`src/rtl/bcd_uart_sched.sv`:
```
// Round-robin scheduler sharing one binary-to-BCD converter between NCH channels,
// formatting each result as a 7-byte ASCII frame and streaming it to a UART.
module bcd_uart_sched #(
  parameter int NCH     = 4,
  parameter int TIMEOUT = 32
) (
  input  logic              clk,
  input  logic              nrst,
  input  logic [NCH-1:0]    ch_req,
  input  logic [12*NCH-1:0] ch_data,
  output logic [NCH-1:0]    ch_ack,
  output logic              conv_start,
  output logic [11:0]       conv_bin,
  input  logic [15:0]       conv_bcd,
  input  logic              conv_valid,
  output logic [7:0]        tx_data,
  output logic              tx_start,
  input  logic              tx_busy,
  output logic              busy
);
  localparam int PW = (NCH > 1) ? $clog2(NCH) : 1;
  localparam int TW = (TIMEOUT > 1) ? $clog2(TIMEOUT) : 1;

  typedef enum logic [2:0] {IDLE, START, CONV, SEND, WAIT} state_t;
  state_t state, state_n;

  logic [PW-1:0] ptr, id, gnt_id;
  logic          gnt_vld;
  logic [TW-1:0] timer;
  logic [2:0]    k;
  logic          err;
  logic [15:0]   bcd;
  logic [7:0]    byte_k;
  logic          do_grant, do_cap, do_tmo, do_send, do_next;

  // Walk from the highest offset down so the closest channel after ptr wins.
  always_comb begin
    logic [PW-1:0] idx;
    idx     = '0;
    gnt_vld = 1'b0;
    gnt_id  = '0;
    for (int j = NCH; j >= 1; j--) begin
      idx = PW'((int'(ptr) + j) % NCH);
      if (ch_req[idx]) begin
        gnt_vld = 1'b1;
        gnt_id  = idx;
      end
    end
  end

  function automatic logic [7:0] dchar(input logic [3:0] d, input logic e);
    if (e) return 8'h45;
    if (d > 4'd9) return 8'h3F;
    return {4'h3, d};
  endfunction

  always_comb begin
    case (k)
      3'd0:    byte_k = {4'h3, 4'(id)};
      3'd1:    byte_k = 8'h3A;
      3'd2:    byte_k = dchar(bcd[15:12], err);
      3'd3:    byte_k = dchar(bcd[11:8], err);
      3'd4:    byte_k = dchar(bcd[7:4], err);
      3'd5:    byte_k = dchar(bcd[3:0], err);
      3'd6:    byte_k = 8'h0A;
      default: byte_k = 8'h00;
    endcase
  end

  always_ff @(posedge clk or negedge nrst) begin
    if (!nrst) state <= IDLE;
    else       state <= state_n;
  end

  always_comb begin
    state_n  = state;
    do_grant = 1'b0;
    do_cap   = 1'b0;
    do_tmo   = 1'b0;
    do_send  = 1'b0;
    do_next  = 1'b0;
    case (state)
      IDLE:  if (gnt_vld) begin do_grant = 1'b1; state_n = START; end
      START: state_n = CONV;
      CONV: begin
        if (conv_valid) begin
          do_cap  = 1'b1;
          state_n = SEND;
        end else if (timer == TW'(TIMEOUT - 1)) begin
          do_tmo  = 1'b1;
          state_n = SEND;
        end
      end
      SEND: if (!tx_busy) begin do_send = 1'b1; state_n = WAIT; end
      // tx_start is high exactly during the first WAIT cycle, when tx_busy is not yet valid.
      WAIT: if (!tx_start && !tx_busy) begin
        do_next = 1'b1;
        state_n = (k == 3'd6) ? IDLE : SEND;
      end
      default: state_n = IDLE;
    endcase
  end

  always_ff @(posedge clk or negedge nrst) begin
    if (!nrst) begin
      ptr        <= PW'(NCH - 1);
      id         <= '0;
      ch_ack     <= '0;
      conv_start <= 1'b0;
      conv_bin   <= '0;
      tx_start   <= 1'b0;
      tx_data    <= '0;
      timer      <= '0;
      k          <= '0;
      err        <= 1'b0;
      bcd        <= '0;
    end else begin
      ch_ack     <= '0;
      conv_start <= 1'b0;
      tx_start   <= 1'b0;
      if (do_grant) begin
        ch_ack[gnt_id] <= 1'b1;
        conv_bin       <= ch_data[int'(gnt_id)*12 +: 12];
        id             <= gnt_id;
        ptr            <= gnt_id;
      end
      if (state == START) begin
        conv_start <= 1'b1;
        timer      <= '0;
      end
      if (state == CONV) timer <= timer + 1'b1;
      if (do_cap) begin
        bcd <= conv_bcd;
        k   <= '0;
      end
      if (do_tmo) begin
        err <= 1'b1;
        k   <= '0;
      end
      if (do_send) begin
        tx_start <= 1'b1;
        tx_data  <= byte_k;
      end
      if (do_next) begin
        if (k == 3'd6) err <= 1'b0;
        else           k   <= k + 1'b1;
      end
    end
  end

  assign busy = (state != IDLE);
endmodule

```
`config.mk`:
```
export PLATFORM = sky130hd
export DESIGN_NAME = bcd_uart_sched
export DESIGN_NICKNAME = d
export VERILOG_FILES = /design/src/rtl/bcd_uart_sched.sv
export SDC_FILE = /design/constraint.sdc
export NUM_CORES = 1
export LEC_CHECK = 0
export BUFFER_PORTS_ARGS = -buffer_cell sky130_fd_sc_hd__buf_2
export CORE_MARGIN = 2
export CORE_UTILIZATION = 57
export CTS_BUF_LIST = sky130_fd_sc_hd__clkbuf_2
export DETAILED_ROUTE_END_ITERATION = 8
export PLACE_DENSITY = 0.92
export SETUP_SLACK_MARGIN = 0.1
export SYNTH_ARGS = -nofsm -noshare
export SYNTH_HDL_FRONTEND = slang
export SYNTH_SLANG_ARGS = --single-unit
```
`constraint.sdc`:
```
create_clock -name clk -period 3.7 [get_ports clk]
set_input_delay 0.185 -clock clk [delete_from_list [all_inputs] [get_ports clk]]
set_output_delay 0.185 -clock clk [all_outputs]
set_load 0.01 [all_outputs]
```
==> metrics.md, run 1 <==
| Metric | Value |
|---|---|
| Status | complete, no violations |
| Final clock skew | slightly above 40 ps |
| Vias post-DR | 2878 |
| CP dominant cell by count | mux2i_1 |
| Remaining DRCs | 0 |
| Hold Crit Depth | 3 |
| Leading area contributor after synthesis | dfrtp_1 |
| Final ANT Viol Nets | 0 |
| Synth Instances | roughly 310 |
| F_max | 0.328 GHz |
| IO Count | about 100 |
| Multi-input gate area | approximately 1600 um^2 |
| CTS max path bufs | 2 |
| Core Footprint | ~5500 um^2 |
| Global route overflow | 0 |
| Peak VDD IR | approximately 0.38 mV |
| Register Area | 1400 um^2 |
| Top post-synthesis cells by area | dfrtp_1 (42%), mux2_2 (5.6%), mux2i_1 (4.4%), a21boi_0 (3.0%), nand2_1 (3.0%) |
| Vias in the first global route | around 2900 |
| Syn_nets | 388 |
| Initial antenna violation count | 0 |
| Crit path kind | reg -> reg |
| Worst path slowest cell | and2_1 |
| DP Wirelength | 5180 um |
| Mapped cell area | around 3200 um^2 |
| Yosys cell types | 54 |
| R2R depth | 7 |
| Starting Density | 0.586 |
| R2r startpoint | ptr[1]$_DFFE_PN1P_ |
| Ys Warns | 0 |
| Clk root buf | clkbuf_2 |
| Seq/Total Area, Yosys | 0.438 |
| Port bufs | 97 |
| Worst setup SP type | register |
| Minimum clock period | 3050 ps |
| Routed WL | ~7800 um |
| Slew margin rel. | 0.423 |
| Final Max Tran Viols | 0 |
| Crit path depth | 7 |
| Nets | approximately 500 |
| Most common flop cell mapped by yosys | dfrtp_1 |
| CTS Buf Count | 5 |
| Yosys reg bits | between 50 and 60 |
| Hold path endpoint | conv_bin[4]$_DFFE_PN0P_ |
| Endpoint type of the worst setup path | register |
| Post-synth EDFFs | 0 |
| Synth-to-Final Area Change | 26.4% |
| GR Util All Layers | 0.255 |
| CTS clk-pin slew, worst paths | ~300 ps |
| Fillers | a little under 400 |
| Final cycle utilization of the critical path | 0.825 |
| Slowest cell delay on critical path | about 730 ps |
| Worst hold path type | in -> reg |
| Die area | between 6000 and 7000 um^2 |
| R2r endpoint | conv_bin[7]$_DFFE_PN0P_ |
| Hold_ws | between 20 and 30 ps |
| Ratio of cells with drive above 1 in the final layout | 0.352 |
| CTS tree | done |
| RSZ-0062 raised after global routing | no |
| Most common cell in the synthesized netlist | dfrtp_1 |
| Cell family with most CP delay | buffers and inverters |
| Iter 0 DRT Violations | 154 |
| Routability cong. | between 0.8 and 0.9 |
| Largest net degree at the start of global routing | 57 |
| Hold path start | ch_data[16] |
| H-Tree Depth | 2 |
| Share of the synthesized area in the top cell type | 0.421 |
| Setup TNS Final | 0 ps |
| Worst Path Buf+Inv | 2 |
| Number of max-cap violations | 0 |
| Routed len/inst | around 16 um |
| Pre-antenna DRT Iters | 5 |
| Die Y | between 70 and 80 um |
| Synth top cells by count | dfrtp_1 (54), nand2_1 (26), o21ai_0 (18) |
| Clk Latency, worst-skew pair | roughly 480 ps |
| CP Cell Sequence | mux2i_1, a2bb2oi_2, buf_4, and2_1, mux2i_1, dlygate4sd3_1, o211ai_2 |
| Post-CTS setup buffer count | 0 |
| Setup violators final | 0 |
| Synth Area per Inst | ~10 um^2 |
| CP max FO | 26 |
| CP Data Required Time | 4110 ps |
| Fraction of registers with async set/reset | 1.00 |
| Critical Path AT | around 3500 ps |
| Antenna cells | 0 |
| Final hold viol count | 0 |
| Worst reg2reg setup slack | roughly 650 ps |
| P per Cell Area | 648 nW/um^2 |
| Drt via density | 5.74 |
| Die W | 79.0 um |
| First-pass GRT wire length | 12500 um |
| Clock sink total | between 50 and 60 |
| Worst Tran Pin Value | between 800 and 900 ps |
| Num rows | 27 |
| Leak | about 2 nW |
## power breakdown
group,switching (mW),internal (mW),total (mW)
combinational,0.634,0.596,1.23
sequential,0.230,0.861,1.09
clock,0.196,0.112,0.308
total,1.06,1.57,2.63
## layout by cell type (no fill, tap or decap), types with 3 or more instances in the layout
cell type      count
and2_4             3
mux2_2            16
o211ai_1           7
o22ai_1            6
a21oi_1           13
o211ai_2           6
a211oi_1           4
nand2_1           26
ha_1               7
and2_1             5
clkbuf_2           5
mux2i_1           14
a22o_1             6
nor3_1             4
buf_2             97
and3_1            13
a21boi_0          13
nand3_1            3
nor2_1            13
o21ai_0           18
o21a_1             3
buf_4              3
dfrtp_1           54
inv_1              9
dlygate4sd3_1     34
o21ai_2            8
nand2b_1           4
## metal layers
| layer | share of wire | track usage |
|---|---|---|
| met4 | 0.022 | 0.0983 |
| met5 | 0 | 0 |
| met3 | 0.069 | 0.0580 |
| met2 | 0.51 | 0.451 |
| met1 | 0.40 | 0.302 |
## worst reg2reg max path, delay by kind of cell (launching register included)
kind | cells | cell delay (ps)
multiplexers | 2 | 520
AO/OA/AOI/OAI | 2 | 220
flip-flops | 1 | 670
buffers and inverters | 2 | 840
AND/OR/NAND/NOR | 1 | 740
## registers in the layout, summed over array words and instances (netlist names), 3 cells and up
register / count
timer: 5
bcd: 16
tx_data: 6
k: 3
conv_bin: 12
state: 3
ch_ack: 4
## per-stage QoR
step | area, um^2 | power (mW) | setup slack [ps] | utilization | cells
CTS | 4050 | 2.62 | 663 | 0.741 | 501
finish | 4050 | 2.63 | 647 | 0.741 | 501
detailed placement | 3650 | 2.26 | 1200 | 0.666 | 459
floorplan | 3210 | 2.00 | 1820 | - | 309
global placement | 3650 | 2.20 | 1330 | 0.666 | 459
global route | 4050 | 2.81 | 462 | 0.741 | 501
## what timing repair did
action | CTS | global route
endpoints found under the setup margin | 0 | 0
hold endpoints to repair | 79 | 0
resized for setup | 0 | 0
hold buffers | 34 | 0
## cell type report
class,count,area share
Inverter,9,0.00833
Sequential cell,56,0.346
Timing Repair Buffer,134,0.209
Tap cell,72,0.0222
Clock buffer,5,0.00617
Multi-Input combinational cell,222,0.397
Clock inverter,3,0.0105
## kinds of logic (layout without fill, tap and decap cells)
kind of cell | after synthesis | count (layout) | synth area share
flip-flops | 56 | 56 | 0.438
buffers and inverters | 31 | 151 | 0.0605
AND/OR/NAND/NOR | 83 | 83 | 0.139
multiplexers | 30 | 30 | 0.0998
adder cells (fa/ha/maj) | 7 | 7 | 0.0273
other | 1 | 1 | 0.00117
AO/OA/AOI/OAI | 101 | 101 | 0.234
## worst max path at each step
stage / startpoint / slack [ps] / endpoint
3_3_place_gp: ptr[1]$_DFFE_PN1P_ / 1330 / conv_bin[6]$_DFFE_PN0P_
5_1_grt: ptr[1]$_DFFE_PN1P_ / 460 / conv_bin[0]$_DFFE_PN0P_
4_1_cts: ptr[1]$_DFFE_PN1P_ / 660 / conv_bin[0]$_DFFE_PN0P_
6_report: ptr[1]$_DFFE_PN1P_ / 650 / conv_bin[7]$_DFFE_PN0P_
3_5_place_dp: ptr[1]$_DFFE_PN1P_ / 1200 / conv_bin[2]$_DFFE_PN0P_
2_1_floorplan: ptr[1]$_DFFE_PN1P_ / 1820 / conv_bin[10]$_DFFE_PN0P_
Power figures use the tool's default switching activity.
==> inputs of run 2 (changes only) <==
- CORE_UTILIZATION: 57 -> 48
- PLACE_DENSITY: 0.92 -> 0.83
- clock period: 3.7 -> 2.7 ns (I/O delays scaled with it)
==> metrics.md, run 2 (same netlist as run 1, synthesis figures left out) <==
| Metric | Value |
|---|---|
| Status | finished with violations (was complete, no violations) |
| Failing checks | design-rule violations |
| Nets | 522 (was 507) |
| CTS clk-pin slew, worst paths | 320 ps (was 300 ps) |
| Remaining DRCs | 3 (was 0) |
| Peak VDD IR | 0.433 mV (was 0.377 mV) |
| Top Metal Used | met4 (unchanged) |
| Largest net degree at the start of global routing | 37 (was 57) |
| Die area | 7350 um^2 (was 6240 um^2) |
| Crit path kind | reg -> reg (unchanged) |
| Global route overflow | 0 (unchanged) |
| CTS max path bufs | 2 (unchanged) |
| Commonest non-fill, non-tap cell in the layout | buf_2 (unchanged) |
| Routed metal-1 wirelength | 3410 um (was 3100 um) |
| Number of max-cap violations | 0 (unchanged) |
| Leak | 2.06 nW (was 1.99 nW) |
| Clock sink total | 56 (unchanged) |
| Die Y | 85.8 um (was 79.0 um) |
| Clk Latency, worst-skew pair | 480 ps (about the same) |
| Num rows | 29 (was 27) |
| Worst setup SP type | register (unchanged) |
| CP Cell Sequence | mux2i_1, a2bb2oi_2, and2_2, buf_12, mux2i_1, o211ai_2, dlygate4sd3_1 (was mux2i_1, a2bb2oi_2, buf_4, and2_1, mux2i_1, dlygate4sd3_1, o211ai_2) |
| Vias post-DR | 2919 (was 2878) |
| Endpoint type of the worst setup path | register (unchanged) |
| DP Wirelength | 5370 um (was 5180 um) |
| Core Footprint | 6420 um^2 (was 5470 um^2) |
| Ratio of cells with drive above 1 in the final layout | 0.347 (was 0.352) |
| Slowest cell delay on critical path | 670 ps (was 730 ps) |
| Final ANT Viol Nets | 0 (unchanged) |
| CP dominant cell by count | mux2i_1 (unchanged) |
| Final hold viol count | 0 (unchanged) |
| Worst Path Buf+Inv | 2 (unchanged) |
| Antenna cells | 0 (unchanged) |
| H-Tree Depth | 2 (unchanged) |
| Final cycle utilization of the critical path | 0.919 (was 0.825) |
| Commonest non-fill, non-tap cells in the layout | buf_2 (97), dfrtp_1 (54), dlygate4sd3_1 (47), nand2_1 (26), o21ai_0 (18) (was buf_2 (97), dfrtp_1 (54), dlygate4sd3_1 (34), nand2_1 (26), o21ai_0 (18)) |
| CP max FO | 11 (was 26) |
| Pre-antenna DRT Iters | 7 (was 5) |
| GR Util All Layers | 0.222 (was 0.255) |
| First-pass GRT wire length | 13100 um (was 12500 um) |
| Routed WL | 8050 um (was 7770 um) |
| Final Max Tran Viols | 0 (unchanged) |
| Setup TNS Final | 0 ps (unchanged) |
| CP Data Required Time | 3120 ps (was 4110 ps) |
| IO Count | 99 (unchanged) |
| Post-CTS setup buffer count | 0 (unchanged) |
| Routed len/inst | 15.4 um (was 15.5 um) |
| Synth-to-Final Area Change | 31.0% (was 26.4%) |
| Worst path slowest cell | dfstp_2 (was and2_1) |
| Initial antenna violation count | 0 (unchanged) |
| Worst hold path type | in -> reg (unchanged) |
| Setup violators final | 0 (unchanged) |
| Cell family with most CP delay | buffers and inverters (unchanged) |
| Vias in the first global route | 2851 (was 2854) |
| Starting Density | 0.500 (was 0.586) |
| Drt via density | 5.60 (was 5.74) |
| P per Cell Area | 860 nW/um^2 (was 648 nW/um^2) |
| Metal2 WL | 3970 um (was 3960 um) |
| Routability cong. | 0.930 (was 0.847) |
| Final clock skew | 50.0 ps (was 40.8 ps) |
| CTS tree | done (unchanged) |
| Met3 Wirelength | 511 um (was 534 um) |
| Biggest regs | bcd x16, conv_bin x12, tx_data x6 (unchanged) |
| F_max | 0.403 GHz (was 0.328 GHz) |
| Minimum clock period | 2480 ps (was 3050 ps) |
| CTS Buf Count | 5 (unchanged) |
| Max reg flops | 16 (unchanged) |
| Clk root buf | clkbuf_2 (unchanged) |
| RSZ-0062 raised after global routing | no (unchanged) |
| Port bufs | 97 (unchanged) |
| Die W | 85.8 um (was 79.0 um) |
| Most flops, register | bcd (unchanged) |
| Iter 0 DRT Violations | 120 (was 154) |
| Hold_ws | 36.5 ps (was 28.5 ps) |
| Critical Path AT | 2910 ps (was 3460 ps) |
[run 2: through the flow]
| step | instances | worst slack [ps] | power (mW) | cell area [um^2] | utilization |
|---|---|---|---|---|---|
| 5_1_grt | 521 | 135 | 3.87 | 4200 | 0.654 |
| 4_1_cts | 521 | 117 | 3.59 | 4200 | 0.654 |
| 6_report | 521 | 219 | 3.61 | 4200 | 0.654 |
| 2_1_floorplan | 309 | 821 | 2.73 | 3210 | - |
| 3_3_place_gp | 466 | 748 | 3.06 | 3680 | 0.573 |
| 3_5_place_dp | 466 | 656 | 3.13 | 3680 | 0.573 |
[run 2: worst reg2reg max path: cells and delay by family, from the launching register on]
kind	cells	cell delay, ps
flops	1	670
compound gates	2	250
mux	2	470
simple gates	1	300
buf+inv	2	740
[run 2: repair_timing]
action                                 4_1_cts  5_1_grt
resized for setup                            0        1
setup endpoints to repair                    0        7
endpoints found under the hold margin       51        0
hold buffers                                47        0
[run 2: worst paths after layout]
| kind | from | to | slack [ps] | depth (start not counted) |
|---|---|---|---|---|
| min in group asynchronous | nrst | state[1]$_DFFE_PN0P_ | 100 | 2 |
| min | conv_valid | err$_DFF_PN0_ | 40 | 4 |
| min reg2reg | timer[3]$_DFFE_PN0P_ | timer[3]$_DFFE_PN0P_ | 500 | 1 |
| max in group asynchronous | nrst | ptr[1]$_DFFE_PN1P_ | 1760 | 3 |
| max reg2reg | ptr[1]$_DFFE_PN1P_ | conv_bin[11]$_DFFE_PN0P_ | 220 | 7 |
| max | ptr[1]$_DFFE_PN1P_ | conv_bin[11]$_DFFE_PN0P_ | 220 | 7 |
[run 2: routing by layer]
| layer | up-vias | GRT usage |
|---|---|---|
| li1 | 1391 | - |
| met4 | 0 | 0.0722 |
| met5 | - | 0 |
| met3 | 16 | 0.0462 |
| met2 | 138 | 0.396 |
| met1 | 1374 | 0.269 |
[run 2: cell type report]
cell class	instances	area, um^2
clock inverter	3	25.0
inverter	9	33.8
sequential	56	1400
tap	77	96.3
timing repair buffer	149	1010
clock buffer	5	25.0
multi-input combinational	222	1610
fill	489	2220
[run 2: report_power, final]
part | internal [mW] | switching (mW)
clock | 0.0712 | 0.287
combinational | 0.879 | 0.881
sequential | 1.18 | 0.313
==> inputs of run 3 (changes only) <==
- ABC_AREA: unset -> 1
- CORE_UTILIZATION: 48 -> 49
==> metrics.md, run 3 <==
| Metric | Value |
|---|---|
| Synth top cells by count | nand2_1 (103), inv_1 (91), nand3_1 (57) (was dfrtp_1 (54), nand2_1 (26), o21ai_0 (18)) |
| Most common cell in the synthesized netlist | nand2_1 (was dfrtp_1) |
| Slowest cell delay on critical path | 790 ps (was 670 ps) |
| Global route overflow | 0 (unchanged) |
| Die W | 88.2 um (was 85.8 um) |
| Status | complete, no violations (was finished with violations) |
| CP dominant cell by count | nand2_2 (was mux2i_1) |
| Routability cong. | 0.887 (was 0.930) |
| Worst reg2reg setup slack | 300 ps (was 220 ps) |
| Post-synth EDFFs | 0 (unchanged) |
| Biggest regs | bcd x16, conv_bin x12, tx_data x6 (unchanged) |
| CTS max path bufs | 2 (unchanged) |
| Synth Instances | 470 (was 309) |
| Top post-synthesis cells by area | dfrtp_1 (39%), nand2_1 (11%), inv_1 (9.8%), nand3_1 (8.2%), nand2_2 (3.6%) (was dfrtp_1 (42%), mux2_2 (5.6%), mux2i_1 (4.4%), a21boi_0 (3.0%), nand2_1 (3.0%)) |
| Nets | 668 (was 522) |
| Hold path start | ch_data[1] (was conv_valid) |
| DP Wirelength | 6150 um (was 5370 um) |
| Commonest non-fill, non-tap cell in the layout | nand2_1 (was buf_2) |
| H-Tree Depth | 2 (unchanged) |
| Worst path slowest cell | dfstp_2 (unchanged) |
| Peak VDD IR | 0.556 mV (was 0.433 mV) |
| RSZ-0062 raised after global routing | no (unchanged) |
| Worst Path Buf+Inv | 2 (unchanged) |
| Clock sink total | 56 (unchanged) |
| Comb pwr share | 0.621 (was 0.487) |
| Drt via density | 4.85 (was 5.60) |
| Fraction of registers with async set/reset | 1.00 (unchanged) |
| CTS tree | done (unchanged) |
| Core Footprint | 6830 um^2 (was 6420 um^2) |
| Clk Latency, worst-skew pair | 430 ps (was 480 ps) |
| CP Cell Sequence | inv_6, nand2_2, nand2_2, nand2_2, nand2_2, nor2_1, nand2_1, nand2_1, inv_2, nor2_2, o211ai_1, nand3_1 (was mux2i_1, a2bb2oi_2, and2_2, buf_12, mux2i_1, o211ai_2, dlygate4sd3_1) |
| Worst hold path type | in -> reg (unchanged) |
| Yosys reg bits | 56 (unchanged) |
| Final hold viol count | 0 (unchanged) |
| Most flops, register | bcd (unchanged) |
| Placed cell areas | 3980 um^2 (was 3680 um^2) |
| CP max FO | 12 (was 11) |
| Syn_nets | 549 (was 388) |
| R2R depth | 12 (was 7) |
| Final Max Tran Viols | 0 (unchanged) |
| Seq/Total Area, Yosys | 0.404 (was 0.438) |
| Largest net degree at the start of global routing | 43 (was 37) |
| CTS clk-pin slew, worst paths | 270 ps (was 320 ps) |
| Sequential power share | 0.312 (was 0.413) |
| Ys Warns | 0 (unchanged) |
| GR Util All Layers | 0.225 (was 0.222) |
| Critical Path AT | 2800 ps (was 2910 ps) |
| Worst setup SP type | register (unchanged) |
| R2r endpoint | conv_bin[2]$_DFFE_PN0P_ (was conv_bin[11]$_DFFE_PN0P_) |
| IO Count | 99 (unchanged) |
| Hold path endpoint | conv_bin[1]$_DFFE_PN0P_ (was err$_DFF_PN0_) |
| Synth-to-Final Area Change | 23.8% (was 31.0%) |
| Max reg flops | 16 (unchanged) |
| Clock share of power | 0.067 (was 0.099) |
| Fillers | 606 (was 489) |
| Crit path kind | reg -> reg (unchanged) |
| Worst Tran Pin Value | around 530 ps |
| Vias post-DR | 3329 (was 2919) |
| Port bufs | 97 (unchanged) |
| Final clock skew | 30.5 ps (was 50.0 ps) |
| Share of the synthesized area in the top cell type | 0.389 (was 0.421) |
| Iter 0 DRT Violations | 174 (was 120) |
| Post-CTS setup buffer count | 0 (unchanged) |
| Num rows | 30 (was 29) |
| F_max | 0.417 GHz (was 0.403 GHz) |
| CTS Buf Count | 5 (unchanged) |
| Mapped cell area | 3470 um^2 (was 3210 um^2) |
| Number of max-cap violations | 0 (unchanged) |
| Routed len/inst | 12.2 um (was 15.4 um) |
| Slew margin rel. | 0.650 |
| P per Cell Area | 1110 nW/um^2 (was 860 nW/um^2) |
| Initial antenna violation count | 0 (unchanged) |
| Yosys cell types | 41 (was 54) |
| Commonest non-fill, non-tap cells in the layout | nand2_1 (103), buf_2 (97), inv_1 (91), nand3_1 (57), dfrtp_1 (54) (was buf_2 (97), dfrtp_1 (54), dlygate4sd3_1 (47), nand2_1 (26), o21ai_0 (18)) |
| Synth Area per Inst | 7.38 um^2 (was 10.4 um^2) |
| Final ANT Viol Nets | 0 (unchanged) |
| Starting Density | 0.508 (was 0.500) |
| First-pass GRT wire length | 14000 um (was 13100 um) |
| Ratio of cells with drive above 1 in the final layout | 0.254 (was 0.347) |
| Die Y | 88.2 um (was 85.8 um) |
| Internal | 2.32 mW (was 2.13 mW) |
| Die area | 7770 um^2 (was 7350 um^2) |
| Hold Crit Depth | 5 (was 4) |
| Sw Share | 0.511 (was 0.410) |
| Leak | 2.46 nW (was 2.06 nW) |
| Most common flop cell mapped by yosys | dfrtp_1 (unchanged) |
| CP Data Required Time | 3100 ps (was 3120 ps) |
| Final non-filler cell area | 4300 um^2 (was 4200 um^2) |
| Routed WL | 8370 um (was 8050 um) |
| Setup violators final | 0 (unchanged) |
| Vias in the first global route | 3244 (was 2851) |
| Remaining DRCs | 0 (was 3) |
| R2r startpoint | ptr[0]$_DFFE_PN1P_ (was ptr[1]$_DFFE_PN1P_) |
| Antenna cells | 0 (unchanged) |
| Clk root buf | clkbuf_2 (unchanged) |
| CTS resizes | 0 (unchanged) |
| Pre-antenna DRT Iters | 6 (was 7) |
| Endpoint type of the worst setup path | register (unchanged) |
| Minimum clock period | 2400 ps (was 2480 ps) |
| Final cycle utilization of the critical path | 0.888 (was 0.919) |
| Setup TNS Final | 0 ps (unchanged) |
| Leading area contributor after synthesis | dfrtp_1 (unchanged) |
| Switch Pwr | 2.43 mW (was 1.48 mW) |
| Cell family with most CP delay | simple AND/OR/NAND/NOR gates (was buffers and inverters) |
## run 3: cell types whose count changed after synthesis, moves of 14 or more
cell / change
mux2i_1: -14
nand2_2: +20
nand3_1: +54
nand2_1: +77
nor2_1: +18
inv_1: +82
## run 3: power by group through the flow
stage	registers (mW)	clock network (mW)	logic, mW
after floorplan	1.49	0	2.36
after global placement	1.48	0	2.84
after detailed placement	1.50	0	2.91
after CTS	1.48	0.332	2.94
after global routing	1.52	0.366	3.36
final	1.48	0.319	2.95
## run 3: worst max path at each step
stage / start / endpoint / slack (ps) / depth (start not counted)
floorplan: ptr[0]$_DFFE_PN1P_ / conv_bin[0]$_DFFE_PN0P_ / 940 / 15
global placement: ptr[0]$_DFFE_PN1P_ / id[0]$_DFFE_PN0P_ / 440 / 11
detailed placement: ptr[0]$_DFFE_PN1P_ / conv_bin[1]$_DFFE_PN0P_ / 380 / 12
CTS: ptr[0]$_DFFE_PN1P_ / conv_bin[1]$_DFFE_PN0P_ / 330 / 12
global route: ptr[0]$_DFFE_PN1P_ / id[0]$_DFFE_PN0P_ / 150 / 11
finish: ptr[0]$_DFFE_PN1P_ / conv_bin[2]$_DFFE_PN0P_ / 300 / 12
## run 3: layout make-up
cell class	count	area, um^2	share of cell area
tap	96	120	0.0280
timing repair buffer	127	781	0.182
inverter	96	368	0.0856
clock inverter	1	3.75	0.000874
multi-input combinational	303	1590	0.369
sequential	56	1400	0.327
clock buffer	7	35.0	0.00815
## run 3: worst min-delay path, cell delays in order
cell	delay (ps)
buf_2	70
inv_1	30
nand2_1	50
o211ai_1	80
nand3_1	70
## run 3: logic make-up after synthesis
group | Yosys count | synth area share
DFF | 56 | 0.404
and+or+nand+nor | 232 | 0.313
muxes | 7 | 0.0227
adders and majority gates | 7 | 0.0252
other | 1 | 0.00108
AOI/OAI and AO/OA | 56 | 0.0948
buffers and inverters | 111 | 0.139
## run 3: stage by stage
| stage | worst slack [ps] | cells | hold WS [ps] | utilization | power (mW) |
|---|---|---|---|---|---|
| 2_1_floorplan | 943 | 470 | -161 | - | 3.85 |
| 3_3_place_gp | 442 | 650 | 51.1 | 0.582 | 4.33 |
| 3_5_place_dp | 378 | 650 | 56.7 | 0.582 | 4.40 |
| 4_1_cts | 334 | 684 | 4.56 | 0.626 | 4.76 |
| 5_1_grt | 152 | 686 | 10.2 | 0.629 | 5.25 |
| 6_report | 304 | 686 | 19.5 | 0.629 | 4.75 |
## run 3: repair_timing
item                                    CTS  global route
hold buffers                             26             2
endpoints found under the setup margin    0             0
endpoints found under the hold margin    40             2
## run 3: routing by layer
layer  track usage  part of all wire
met1         0.289              0.44
met5             0                 0
met3        0.0339             0.047
met2         0.390              0.50
met4        0.0716             0.014
